`src/rtl/acc_stack.sv`:
```
// Accumulator with a DEPTH-entry save stack for spilling/restoring across nested computations.
// Define ACC_STACK_TRISTATE_EN to float out_reg when not dumping; otherwise it idles at zero.
module acc_stack #(
    parameter int unsigned WIDTH = 8,
    parameter int unsigned DEPTH = 4,
    localparam int unsigned CW   = $clog2(DEPTH + 1)
) (
    input  logic             clk,
    input  logic             reset,
    input  logic             load,
    input  logic             push,
    input  logic             pop,
    input  logic             dump,
    input  logic [WIDTH-1:0] in,
    output logic [WIDTH-1:0] out_reg,
    output logic [WIDTH-1:0] out_alu,
    output logic [CW-1:0]    count,
    output logic             full,
    output logic             empty,
    output logic             err
);

    localparam int unsigned IW = $clog2(DEPTH);

    logic [WIDTH-1:0] acc, acc_d;
    logic [CW-1:0]    count_d;
    logic             err_d;
    logic             mem_we;
    logic [IW-1:0]    wr_idx, rd_idx;
    logic [WIDTH-1:0] mem [DEPTH];

    assign full    = (count == CW'(DEPTH));
    assign empty   = (count == CW'(0));
    assign out_alu = acc;
    assign wr_idx  = IW'(count);
    assign rd_idx  = IW'(count - CW'(1));

`ifdef ACC_STACK_TRISTATE_EN
    assign out_reg = dump ? acc : {WIDTH{1'bz}};
`else
    assign out_reg = dump ? acc : {WIDTH{1'b0}};
`endif

    // Priority-ordered request decode; illegal requests leave state untouched.
    always_comb begin
        acc_d   = acc;
        count_d = count;
        err_d   = 1'b0;
        mem_we  = 1'b0;
        if (push && pop) begin
            err_d = 1'b1;
        end else if (push && full) begin
            err_d = 1'b1;
        end else if (pop && empty) begin
            err_d = 1'b1;
        end else if (push) begin
            mem_we  = 1'b1;
            count_d = count + CW'(1);
            if (load) begin
                acc_d = in;
            end
        end else if (pop) begin
            acc_d   = mem[rd_idx];
            count_d = count - CW'(1);
        end else if (load) begin
            acc_d = in;
        end
    end

    always_ff @(posedge clk or negedge reset) begin
        if (!reset) begin
            acc   <= '0;
            count <= '0;
            err   <= 1'b0;
        end else begin
            acc   <= acc_d;
            count <= count_d;
            err   <= err_d;
        end
    end

    // Stack storage carries no reset; entries at or above count are never read.
    always_ff @(posedge clk) begin
        if (mem_we) begin
            mem[wr_idx] <= acc;
        end
    end

endmodule

```
`config.mk`:
```
export PLATFORM = sky130hd
export DESIGN_NAME = acc_stack
export DESIGN_NICKNAME = d
export VERILOG_FILES = /design/src/rtl/acc_stack.sv
export SDC_FILE = /design/constraint.sdc
export NUM_CORES = 1
export LEC_CHECK = 0
export ABC_AREA = 1
export BUFFER_PORTS_ARGS = -buffer_cell sky130_fd_sc_hd__buf_2
export CAP_MARGIN = 20
export CELL_PAD_IN_SITES_DETAIL_PLACEMENT = 0
export CELL_PAD_IN_SITES_GLOBAL_PLACEMENT = 2
export CORE_AREA = 2 2 94 74
export CTS_CLUSTER_SIZE = 25
export DETAILED_ROUTE_END_ITERATION = 8
export DIE_AREA = 0 0 96 76
export PLACE_DENSITY = 0.81
export SYNTH_ARGS = -nofsm -noshare
export SYNTH_HDL_FRONTEND = slang
export SYNTH_SLANG_ARGS = --single-unit
export TNS_END_PERCENT = 30
```
`constraint.sdc`:
```
create_clock -name clk -period 3.8 [get_ports clk]
set_input_delay 0.95 -clock clk [delete_from_list [all_inputs] [get_ports clk]]
set_output_delay 0.95 -clock clk [all_outputs]
set_load 0.02 [all_outputs]
```
## After elaboration in Yosys (flattened, before gate mapping)

Memory sizes are Yosys's and may differ from the RTL's.
Index checks and enable logic that the tools add are counted.

| storage, ports and cells | value |
|---|---|
| output and inout bits | 22 |
| RAM bits | 32 |
| logic and storage cells | 32 |
| bits of input ports | 14 |
| memories | 1 |
| register bits | 12 |

| cells by class | value |
|---|---|
| bitwise logic cells | 3 |
| reduce and logical (&&, ||, !) cells | 7 |
| equal/unequal tests | 1 |
| add/sub/neg operators | 2 |
| multiplexer cells | 15 |

Memories:

| memory | words | width | read ports | clocked after memory_dff | wr ports | RTL line | source |
|---|---|---|---|---|---|---|---|
| mem | 4 | 8 | 1 | 0 | 1 | 30 | `logic [WIDTH-1:0] mem [DEPTH];` |

Operators with widths:

| kind | count |
|---|---|
| 2-to-1 mux 8 bit | 4 |
| 2-to-1 mux 1 bit | 9 |
| 2-to-1 mux 3 bit | 2 |
| AND reduction 4 bit | 1 |
| adder 3 x 1 -> 3 bit, second input constant | 1 |
| == test 3 bit, second input constant | 1 |
| logical AND 1 bit | 3 |
| logical NOT 3 bit | 1 |
| inverter 1 bit | 3 |
| AND reduction 3 bit | 1 |
| subtractor 3 x 1 -> 3 bit, second input constant | 1 |
| nonzero test 2 bit | 1 |

## Longest topological paths before layout

Gate-level depths: netlist of the first run.

| depth | value |
|---|---|
| depth after elaboration | 7 |
| gate-level depth with buffers | 11 |
| depth with buffers taken out | 8 |

## Least setup slack after synthesis of the first run

OpenSTA, ideal clock, no wires.

| timing path | value |
|---|---|
| path kind | flip-flop to output port |
| start | register count[0] |
| end | output empty |
| arrival | 1.469 ns |
| required time | 2.850 ns |
| cell stages (with the launch flop) | 7 |
| buffers on the path | 2 |
| path slack | 1.381 ns |
| path through | dfrtp_1 buf_6 inv_2 buf_8 ha_1 inv_1 nor2_1 |

| between the ends | value |
|---|---|
| cells in the longest elaborated chain, start to end | 1 |

RTL lines:

| item | RTL line | source |
|---|---|---|
| start: declaration | 17 | `output logic [CW-1:0] count,` |
| start signal: assignment | 77 | `count <= count_d;` |
| logical NOT 3 bit | 33 | `assign empty = (count == CW'(0));` |
| end: declaration | 19 | `output logic empty,` |

Every way passes these cells.

## Worst setup path after layout of the first run

Same ends and word-level chain as after synthesis.

==> results.json, run 1 <==
{
  "tightest_slew_ns": 0.640,
  "fp-row-count": 26,
  "grt_pass1_wl_mm": 8.36,
  "vias": 1617,
  "drc": 0,
  "holdCritPathClass": "input pin to asynchronous set/reset pin",
  "ctsHoldBuffers": 0,
  "yosysWarnings": 0,
  "drtAntennaViolNets": 0,
  "cp.arrival_ns": 2.01,
  "slowest_delay_ns": 0.74,
  "fin_tns_setup_ns": 0,
  "drt_first_pass_iters": 4,
  "critical_path_class": "flop to output pin",
  "synthToLayoutAreaGrowth_pct": 13.9,
  "cts_setup_buffers": 0,
  "totalWireLength_mm": 5.19,
  "cts_made_buffers": 5,
  "timing.final.crit_share": 0.778,
  "synth_nets": 275,
  "start_kind": "flop",
  "cp_max_fo": 21,
  "setup_viol_count_final": 0,
  "period_minus_slack_ns": 2.96,
  "fmax_mhz": 338,
  "die_w_um": 96,
  "htreeDepth": 2,
  "fin_ws_ns": 0.845,
  "clk_pin_slew_ns": 0.08,
  "pre_cts_ws_ns": 1.02,
  "cts_tree": "built",
  "ys_seq_elements": 44,
  "grt_usage": 0.155,
  "clock_skew_ns": 0.0115,
  "finalNetCount": 308,
  "insertion_delay_ns": 0.30,
  "syn_area_per_cell_um2": 8.71,
  "mappedNetlistArea_um2": 2220,
  "io_buffers": 35,
  "die_area_um2": 7300,
  "yosysSeqAreaShare": 0.568,
  "dp_hpwl_mm": 3.82,
  "ctsResizeCount": 0,
  "antennaDiodeCount": 0,
  "synth_cells": 255,
  "drv_cap": 0,
  "avgRoutedWirePerCell_um": 13.9,
  "clk_path_buf_depth": 2,
  "core_region_area_um2": 6470,
  "fp.dieH_um": 76,
  "hold_viol": 0,
  "grt_max_degree": 22,
  "synth_cell_types": 20,
  "fin_util": 0.391,
  "crit_path_top_delay_cell": "dfrtp_1",
  "ios": 36,
  "place_area_um2": 2420,
  "stdcell_count": 373,
  "peakVddDrop_mv": 0.255,
  "start_util": 0.343,
  "p_leak_uw": 0.00127,
  "grt_overflow": 0,
  "synth_top_area_frac": 0.433,
  "grt_pass1_vias": 1495,
  "crit_chain": "inv_2 > ha_1 > inv_1 > nor2_1 > buf_2",
  "cts_sinks": 44,
  "fin_area_um2": 2530,
  "pwr_density_cell_nw_per_um2": 823,
  "run_status": "finished clean",
  "slew_headroom": 0.572,
  "gp_congestion": 0.778,
  "required_ns": 2.85,
  "slew_viol_final": 0,
  "rsz0062_at_grt": "no",
  "synthTopCellsByArea": "edfxtp_1, nand2_1, dfrtp_1",
  "place_inst": 365,
  "yosys.area.top_type": "edfxtp_1",
  "worstSetupEndpointType": "output pin",
  "antenna_found_initial": 0,
  "cts_root_buf": "clkbuf_8",
  "fillers": 665,
  "layout-drive-gt1-share": 0.176,
  "drt_iter0_markers": 78,
  "avgViaCountPerCell": 4.34
}
where the power goes:
part           switching (uW)  internal, uW  leakage (uW)
logic                     578           270      0.000776
registers                 193           695      0.000440
clock network             151           197     0.0000524
total                     921          1160       0.00127
state kept, by name, summed over array words and instances (netlist names):
| name | cells |
|---|---|
| count | 3 |
| err | 1 |
| mem | 32 |
| out_alu | 8 |
area by class of cell:
cell class	count	area, um^2	share of cell area
flip-flops and latches	44	1260	0.499
multi-input cells	171	766	0.303
repair buffers	35	175	0.0692
inverters	31	116	0.0460
well taps	84	105	0.0415
clock buffers	7	76.3	0.0302
clock inverters	1	30.0	0.0119
cells by family (layout without fill, tap and decap cells):
family,after synthesis,in the layout,synth area share
and+or+nand+nor,162,162,0.301
DFF,44,44,0.568
buffers and inverters,40,74,0.0873
adders and majority gates,6,6,0.0338
xor gates and xnor gates,2,2,0.00789
AOI/OAI and AO/OA,1,1,0.00225
cell usage in the layout (no fill, tap or decap):
cell	count
nand2_1	109
buf_2	35
edfxtp_1	32
inv_1	29
nor2_1	28
nand3_1	17
dfrtp_1	12
ha_1	6
clkbuf_8	5
nand2_2	3
inv_2	2
nand3_2	2
nor2_2	2
clkbuf_1	2
nand3_4	1
xnor2_1	1
o21ai_0	1
xor2_1	1
bufinv_16	1
worst max-delay path, delay by kind of cell (launching register included):
kind / cells / cell delay [ns]
fa+ha+maj: 1 / 0.35
simple gates: 1 / 0.04
flops: 1 / 0.74
buf+inv: 3 / 0.57
through the flow:
stage	power (uW)	hold slack, ns
final	2080	0.535
after global routing	2240	0.544
after CTS	2100	0.541
after detailed placement	1750	0.664
after global placement	1760	0.667
after floorplan	1470	0.592
Yosys cell counts:
cell      instances
nor2_2            2
buf_4             2
nand3_4           1
dfrtp_1          12
nand2_1         109
buf_8             1
xnor2_1           1
clkbuf_1          1
inv_1            29
ha_1              6
inv_2             2
nor2_1           28
nand3_1          17
buf_2             2
buf_6             3
o21ai_0           1
xor2_1            1
nand2_2           3
edfxtp_1         32
nand3_2           2
worst paths after layout:
kind	start	endpoint	slack, ns	depth (start not counted)
min in group clk	mem[2][4]$_DFFE_PP_	out_alu[4]$_DFFE_PN0P_	0.67	6
worst min-delay path	reset	count[1]$_DFFE_PN0P_	0.54	1
max in group asynchronous	reset	out_alu[2]$_DFFE_PN0P_	3.02	1
worst max-delay path	count[0]$_DFFE_PN0P_	empty	0.84	5
worst min register to register	mem[2][4]$_DFFE_PP_	out_alu[4]$_DFFE_PN0P_	0.67	6
worst max register to register	count[0]$_DFFE_PN0P_	mem[1][5]$_DFFE_PP_	1.01	7
layer usage:
layer	up-vias	part of all wire	track usage
met3	8	0.047	0.0218
met4	0	0.018	0.0600
met2	46	0.39	0.199
met1	710	0.54	0.257
li1	853	-	-
met5	-	0	0
No activity file was read; power rests on OpenSTA's default activity.
==> inputs of run 2 (changes only) <==
--- a/config.mk
+++ b/config.mk
@@ -10,11 +10,11 @@
 export CAP_MARGIN = 20
 export CELL_PAD_IN_SITES_DETAIL_PLACEMENT = 0
 export CELL_PAD_IN_SITES_GLOBAL_PLACEMENT = 2
-export CORE_AREA = 2 2 94 74
+export CORE_AREA = 2 2 98 77
 export CTS_CLUSTER_SIZE = 25
 export DETAILED_ROUTE_END_ITERATION = 8
-export DIE_AREA = 0 0 96 76
-export PLACE_DENSITY = 0.81
+export DIE_AREA = 0 0 100 79
+export PLACE_DENSITY = 0.76
 export SYNTH_ARGS = -nofsm -noshare
 export SYNTH_HDL_FRONTEND = slang
 export SYNTH_SLANG_ARGS = --single-unit
==> constraint.sdc (replaced) <==
create_clock -name clk -period 2.9 [get_ports clk]
set_input_delay 0.725 -clock clk [delete_from_list [all_inputs] [get_ports clk]]
set_output_delay 0.725 -clock clk [all_outputs]
set_load 0.02 [all_outputs]
==> results.json, run 2 (synthesized netlist as in run 1, its figures left out) <==
{
  "cts_tree": "built",
  "cts_setup_buffers": 0,
  "core_region_area_um2": 7030,
  "synthToLayoutAreaGrowth_pct": 15.2,
  "drc": 0,
  "drtAntennaViolNets": 0,
  "combPwrFrac": 0.456,
  "regArea_um2": 1260,
  "clock_skew_ns": 0.00991,
  "vias": 1592,
  "die_w_um": 100,
  "fillers": 769,
  "drt_iter0_markers": 66,
  "io_buffers": 35,
  "cts_root_buf": "clkbuf_8",
  "worstSetupEndpointType": "output pin",
  "period_minus_slack_ns": 2.35,
  "start_util": 0.316,
  "fp-row-count": 27,
  "p_int_uw": 1470,
  "avgViaCountPerCell": 4.17,
  "htreeDepth": 2,
  "largest_reg_flops": 32,
  "pre_cts_ws_ns": 0.862,
  "hold_viol": 0,
  "slew_viol_final": 0,
  "grt_pass1_vias": 1458,
  "swShare": 0.450,
  "gp_congestion": 0.741,
  "place_inst": 374,
  "ctsResizeCount": 0,
  "slew_headroom": 0.750,
  "antenna_found_initial": 0,
  "grt_pass1_wl_mm": 7.94,
  "regMostFlops": "mem",
  "start_kind": "flop",
  "cp_max_fo": 20,
  "stdcell_count": 382,
  "grt_usage": 0.133,
  "multi_input_area_um2": 766,
  "final_common_cell": "nand2_1",
  "fmax_mhz": 426,
  "clk_pin_slew_ns": 0.08,
  "cts_made_buffers": 5,
  "dp_hpwl_mm": 3.50,
  "holdCritPathClass": "input pin to asynchronous set/reset pin",
  "run_status": "finished clean",
  "p_leak_uw": 0.00129,
  "ctsHoldBuffers": 0,
  "layout-drive-gt1-share": 0.197,
  "grt_max_degree": 21,
  "peakVddDrop_mv": 0.236,
  "fp.dieH_um": 79,
  "fin_ws_ns": 0.551,
  "p_seq_frac": 0.407,
  "cts_sinks": 44,
  "drv_cap": 0,
  "clk_path_buf_depth": 2,
  "clockPowerShare": 0.137,
  "timing.final.crit_share": 0.810,
  "totalWireLength_mm": 4.84,
  "pwr_density_cell_nw_per_um2": 1040,
  "final_cell_mix": "nand2_1, buf_2, edfxtp_1",
  "insertion_delay_ns": 0.30,
  "grt_overflow": 0,
  "finalNetCount": 314,
  "power_switching_uw": 1200,
  "critical_path_class": "flop to output pin",
  "ios": 36,
  "required_ns": 2.17,
  "avgRoutedWirePerCell_um": 12.7,
  "tightest_slew_ns": 0.374,
  "cp.arrival_ns": 1.62,
  "rsz0062_at_grt": "no",
  "drt_first_pass_iters": 4,
  "die_area_um2": 7900,
  "fin_tns_setup_ns": 0,
  "setup_viol_count_final": 0,
  "antennaDiodeCount": 0
}
[run 2: layout make-up]
type                    instances  area share
flip-flops and latches         44       0.493
multi-input cells             171       0.299
repair buffers                 41      0.0861
inverters                      31      0.0455
well taps                      87      0.0426
clock buffers                   6      0.0284
clock inverters                 2     0.00489
[run 2: stage by stage]
| step | utilization | hold slack, ns | power [uW] | instance area (um^2) |
|---|---|---|---|---|
| 2_1_floorplan | - | 0.429 | 1930 | 2220 |
| 3_3_place_gp | 0.352 | 0.596 | 2330 | 2470 |
| 3_5_place_dp | 0.352 | 0.629 | 2330 | 2470 |
| 4_1_cts | 0.364 | 0.310 | 2710 | 2560 |
| 5_1_grt | 0.364 | 0.316 | 2900 | 2560 |
| 6_report | 0.364 | 0.312 | 2670 | 2560 |
[run 2: path summary, 6_finish.rpt]
kind	cells after the start	endpoint	from	slack, ns
hold / removal	1	out_alu[3]$_DFFE_PN0P_	reset	0.31
min in group clk	0	mem[1][1]$_DFFE_PP_	out_alu[1]$_DFFE_PN0P_	0.64
setup / recovery	5	empty	count[0]$_DFFE_PN0P_	0.55
max in group asynchronous	1	count[0]$_DFFE_PN0P_	reset	2.34
hold reg to reg	0	mem[1][1]$_DFFE_PP_	out_alu[1]$_DFFE_PN0P_	0.64
setup reg to reg	9	out_alu[6]$_DFFE_PN0P_	count[0]$_DFFE_PN0P_	0.90
[run 2: power by group through the flow]
stage	sequential [uW]	clock [uW]	combinational, uW
floorplan	1140	0	792
global placement	1100	0	1240
detailed placement	1110	0	1230
CTS	1090	378	1230
global route	1120	403	1370
finish	1090	366	1220
[run 2: critical path: stages (launching register included)]
cell     delay, ns
dfrtp_1       0.39
inv_2         0.29
ha_1          0.33
inv_1         0.08
nor2_1        0.08
buf_2         0.16
[run 2: layer usage]
| layer | up-vias | wire, um | track usage |
|---|---|---|---|
| li1 | 862 | - | - |
| met1 | 693 | 2760 | 0.205 |
| met2 | 31 | 1830 | 0.180 |
| met3 | 6 | 184 | 0.0335 |
| met4 | 0 | 63 | 0.0452 |
| met5 | - | 0 | 0 |
==> inputs of run 3 (changes only) <==
--- a/config.mk
+++ b/config.mk
@@ -10,11 +10,11 @@
 export CAP_MARGIN = 20
 export CELL_PAD_IN_SITES_DETAIL_PLACEMENT = 0
 export CELL_PAD_IN_SITES_GLOBAL_PLACEMENT = 2
-export CORE_AREA = 2 2 98 77
+export CORE_AREA = 2 2 103 80
 export CTS_CLUSTER_SIZE = 25
 export DETAILED_ROUTE_END_ITERATION = 8
-export DIE_AREA = 0 0 100 79
-export PLACE_DENSITY = 0.76
+export DIE_AREA = 0 0 105 82
+export PLACE_DENSITY = 0.73
 export SYNTH_ARGS = -nofsm -noshare
 export SYNTH_HDL_FRONTEND = slang
 export SYNTH_SLANG_ARGS = --single-unit
==> constraint.sdc (replaced) <==
create_clock -name clk -period 2.08 [get_ports clk]
set_input_delay 0.52 -clock clk [delete_from_list [all_inputs] [get_ports clk]]
set_output_delay 0.52 -clock clk [all_outputs]
set_load 0.02 [all_outputs]
==> results.json, run 3 (synthesized netlist as in run 1, its figures left out) <==
{
  "rsz0062_at_grt": "no",
  "vias": 1568,
  "grt_max_degree": 21,
  "slew_headroom": 0.775,
  "grt_pass1_vias": 1559,
  "clockPowerShare": 0.147,
  "fin_ws_ns": 0.156,
  "slew_viol_final": 0,
  "regMostFlops": "mem",
  "holdCritPathClass": "input pin to asynchronous set/reset pin",
  "drtAntennaViolNets": 0,
  "p_int_uw": 2100,
  "fin_area_um2": 2600,
  "synthToLayoutAreaGrowth_pct": 17.2,
  "die_w_um": 105,
  "pwr_density_cell_nw_per_um2": 1450,
  "crit_path_top_delay_cell": "dfrtp_1",
  "fillers": 854,
  "hold_viol": 0,
  "cts_root_buf": "clkbuf_8",
  "grt_usage": 0.129,
  "pre_cts_ws_ns": 0.321,
  "critical_path_class": "flop to output pin",
  "cts_made_buffers": 5,
  "cp.arrival_ns": 1.40,
  "r2r_slack_ns": 0.38,
  "place_area_um2": 2500,
  "tightest_slew_ns": 0.337,
  "crit_chain": "inv_1 > ha_2 > inv_1 > nor2_1 > buf_2",
  "start_util": 0.291,
  "peakVddDrop_mv": 0.383,
  "grt_pass1_wl_mm": 8.36,
  "required_ns": 1.56,
  "fp.dieH_um": 82,
  "drc": 0,
  "fp-row-count": 28,
  "place_inst": 393,
  "avgViaCountPerCell": 3.91,
  "dp_hpwl_mm": 3.64,
  "core_region_area_um2": 7640,
  "ios": 36,
  "combPwrFrac": 0.451,
  "io_buffers": 35,
  "avgRoutedWirePerCell_um": 12.2,
  "finalNetCount": 315,
  "run_status": "finished clean",
  "clk_path_buf_depth": 2,
  "p_leak_uw": 0.00129,
  "grt_overflow": 0,
  "fin_tns_setup_ns": 0,
  "drt_iter0_markers": 68,
  "worstSetupEndpointType": "output pin",
  "die_area_um2": 8610,
  "cts_setup_buffers": 0,
  "start_kind": "flop",
  "slowest_delay_ns": 0.41,
  "largest_reg_flops": 32,
  "final_common_cell": "nand2_1",
  "stdcell_count": 401,
  "fmax_mhz": 520,
  "totalWireLength_mm": 4.88,
  "swShare": 0.445,
  "final_cell_mix": "nand2_1, buf_2, edfxtp_1",
  "cp_max_fo": 4,
  "antenna_found_initial": 0,
  "timing.final.crit_share": 0.925,
  "drv_cap": 0,
  "power_switching_uw": 1680,
  "cts_tree": "built",
  "setup_viol_count_final": 0,
  "fin_util": 0.341,
  "layout-drive-gt1-share": 0.206,
  "antennaDiodeCount": 0,
  "insertion_delay_ns": 0.30,
  "gp_congestion": 0.763,
  "clock_skew_ns": 0.00807,
  "drt_first_pass_iters": 4,
  "crit_top_cell": "inv_1",
  "cts_sinks": 44,
  "period_minus_slack_ns": 1.92,
  "clk_pin_slew_ns": 0.08,
  "p_seq_frac": 0.402,
  "htreeDepth": 2
}
==> run 3: cell count changes in the layout (fill, tap and decap cells not counted), sizes merged <==
cell,change
buf,+1
clkinv,-1
clkinvlp,+1
==> run 3: per-layer routing <==
layer | vias to the layer above | track usage | routed length, um
met5 | - | 0 | 0
met4 | 0 | 0.0520 | 66
met3 | 5 | 0.0246 | 160
met2 | 38 | 0.185 | 1860
met1 | 662 | 0.190 | 2790
li1 | 863 | - | -
==> run 3: cell type report <==
cell class	count	area (um^2)	share of cell area
clock inverters	2	15.0	0.00577
flip-flops and latches	44	1260	0.485
clock buffers	6	82.6	0.0317
repair buffers	42	228	0.0875
inverters	31	116	0.0447
multi-input cells	171	768	0.295
well taps	105	131	0.0505
==> run 3: what timing repair did <==
action / in CTS / in global routing
endpoints found under the setup margin: 0 / 1
resized for setup: 0 / 1
hold buffers: 0 / 0
==> run 3: path summary, 6_finish.rpt <==
check                                        from                     end  depth (start not counted)
min in group clk                             push    count[2]$_DFFE_PN0P_                          5
min                                         reset  out_alu[4]$_DFFE_PN0P_                          1
min reg2reg                out_alu[6]$_DFFE_PN0P_     mem[2][6]$_DFFE_PP_                          0
max                          count[1]$_DFFE_PN0P_                   empty                          5
max reg2reg                  count[1]$_DFFE_PN0P_     mem[2][6]$_DFFE_PP_                          8
max in group asynchronous                   reset    count[0]$_DFFE_PN0P_                          1
==> run 3: metrics by stage <==
stage                     hold slack (ns)  total power [uW]
final                               0.108              3780
after global routing                0.125              4130
after CTS                           0.120              3840
after detailed placement            0.451              3270
after global placement              0.450              3280
after floorplan                     0.224              2690
==> run 3: worst max-delay path: cells and delay by family, from the launching register on <==
| kind | cells | cell delay (ns) |
|---|---|---|
| flops | 1 | 0.41 |
| fa+ha+maj | 1 | 0.25 |
| buf+inv | 3 | 0.38 |
| simple gates | 1 | 0.08 |
==> run 3: power by group through the flow <==
stage | registers (uW) | logic (uW) | clock network (uW)
6_report | 1520 | 1710 | 557
5_1_grt | 1590 | 1930 | 616
4_1_cts | 1530 | 1730 | 579
3_5_place_dp | 1550 | 1720 | 0
3_3_place_gp | 1550 | 1730 | 0
2_1_floorplan | 1590 | 1100 | 0
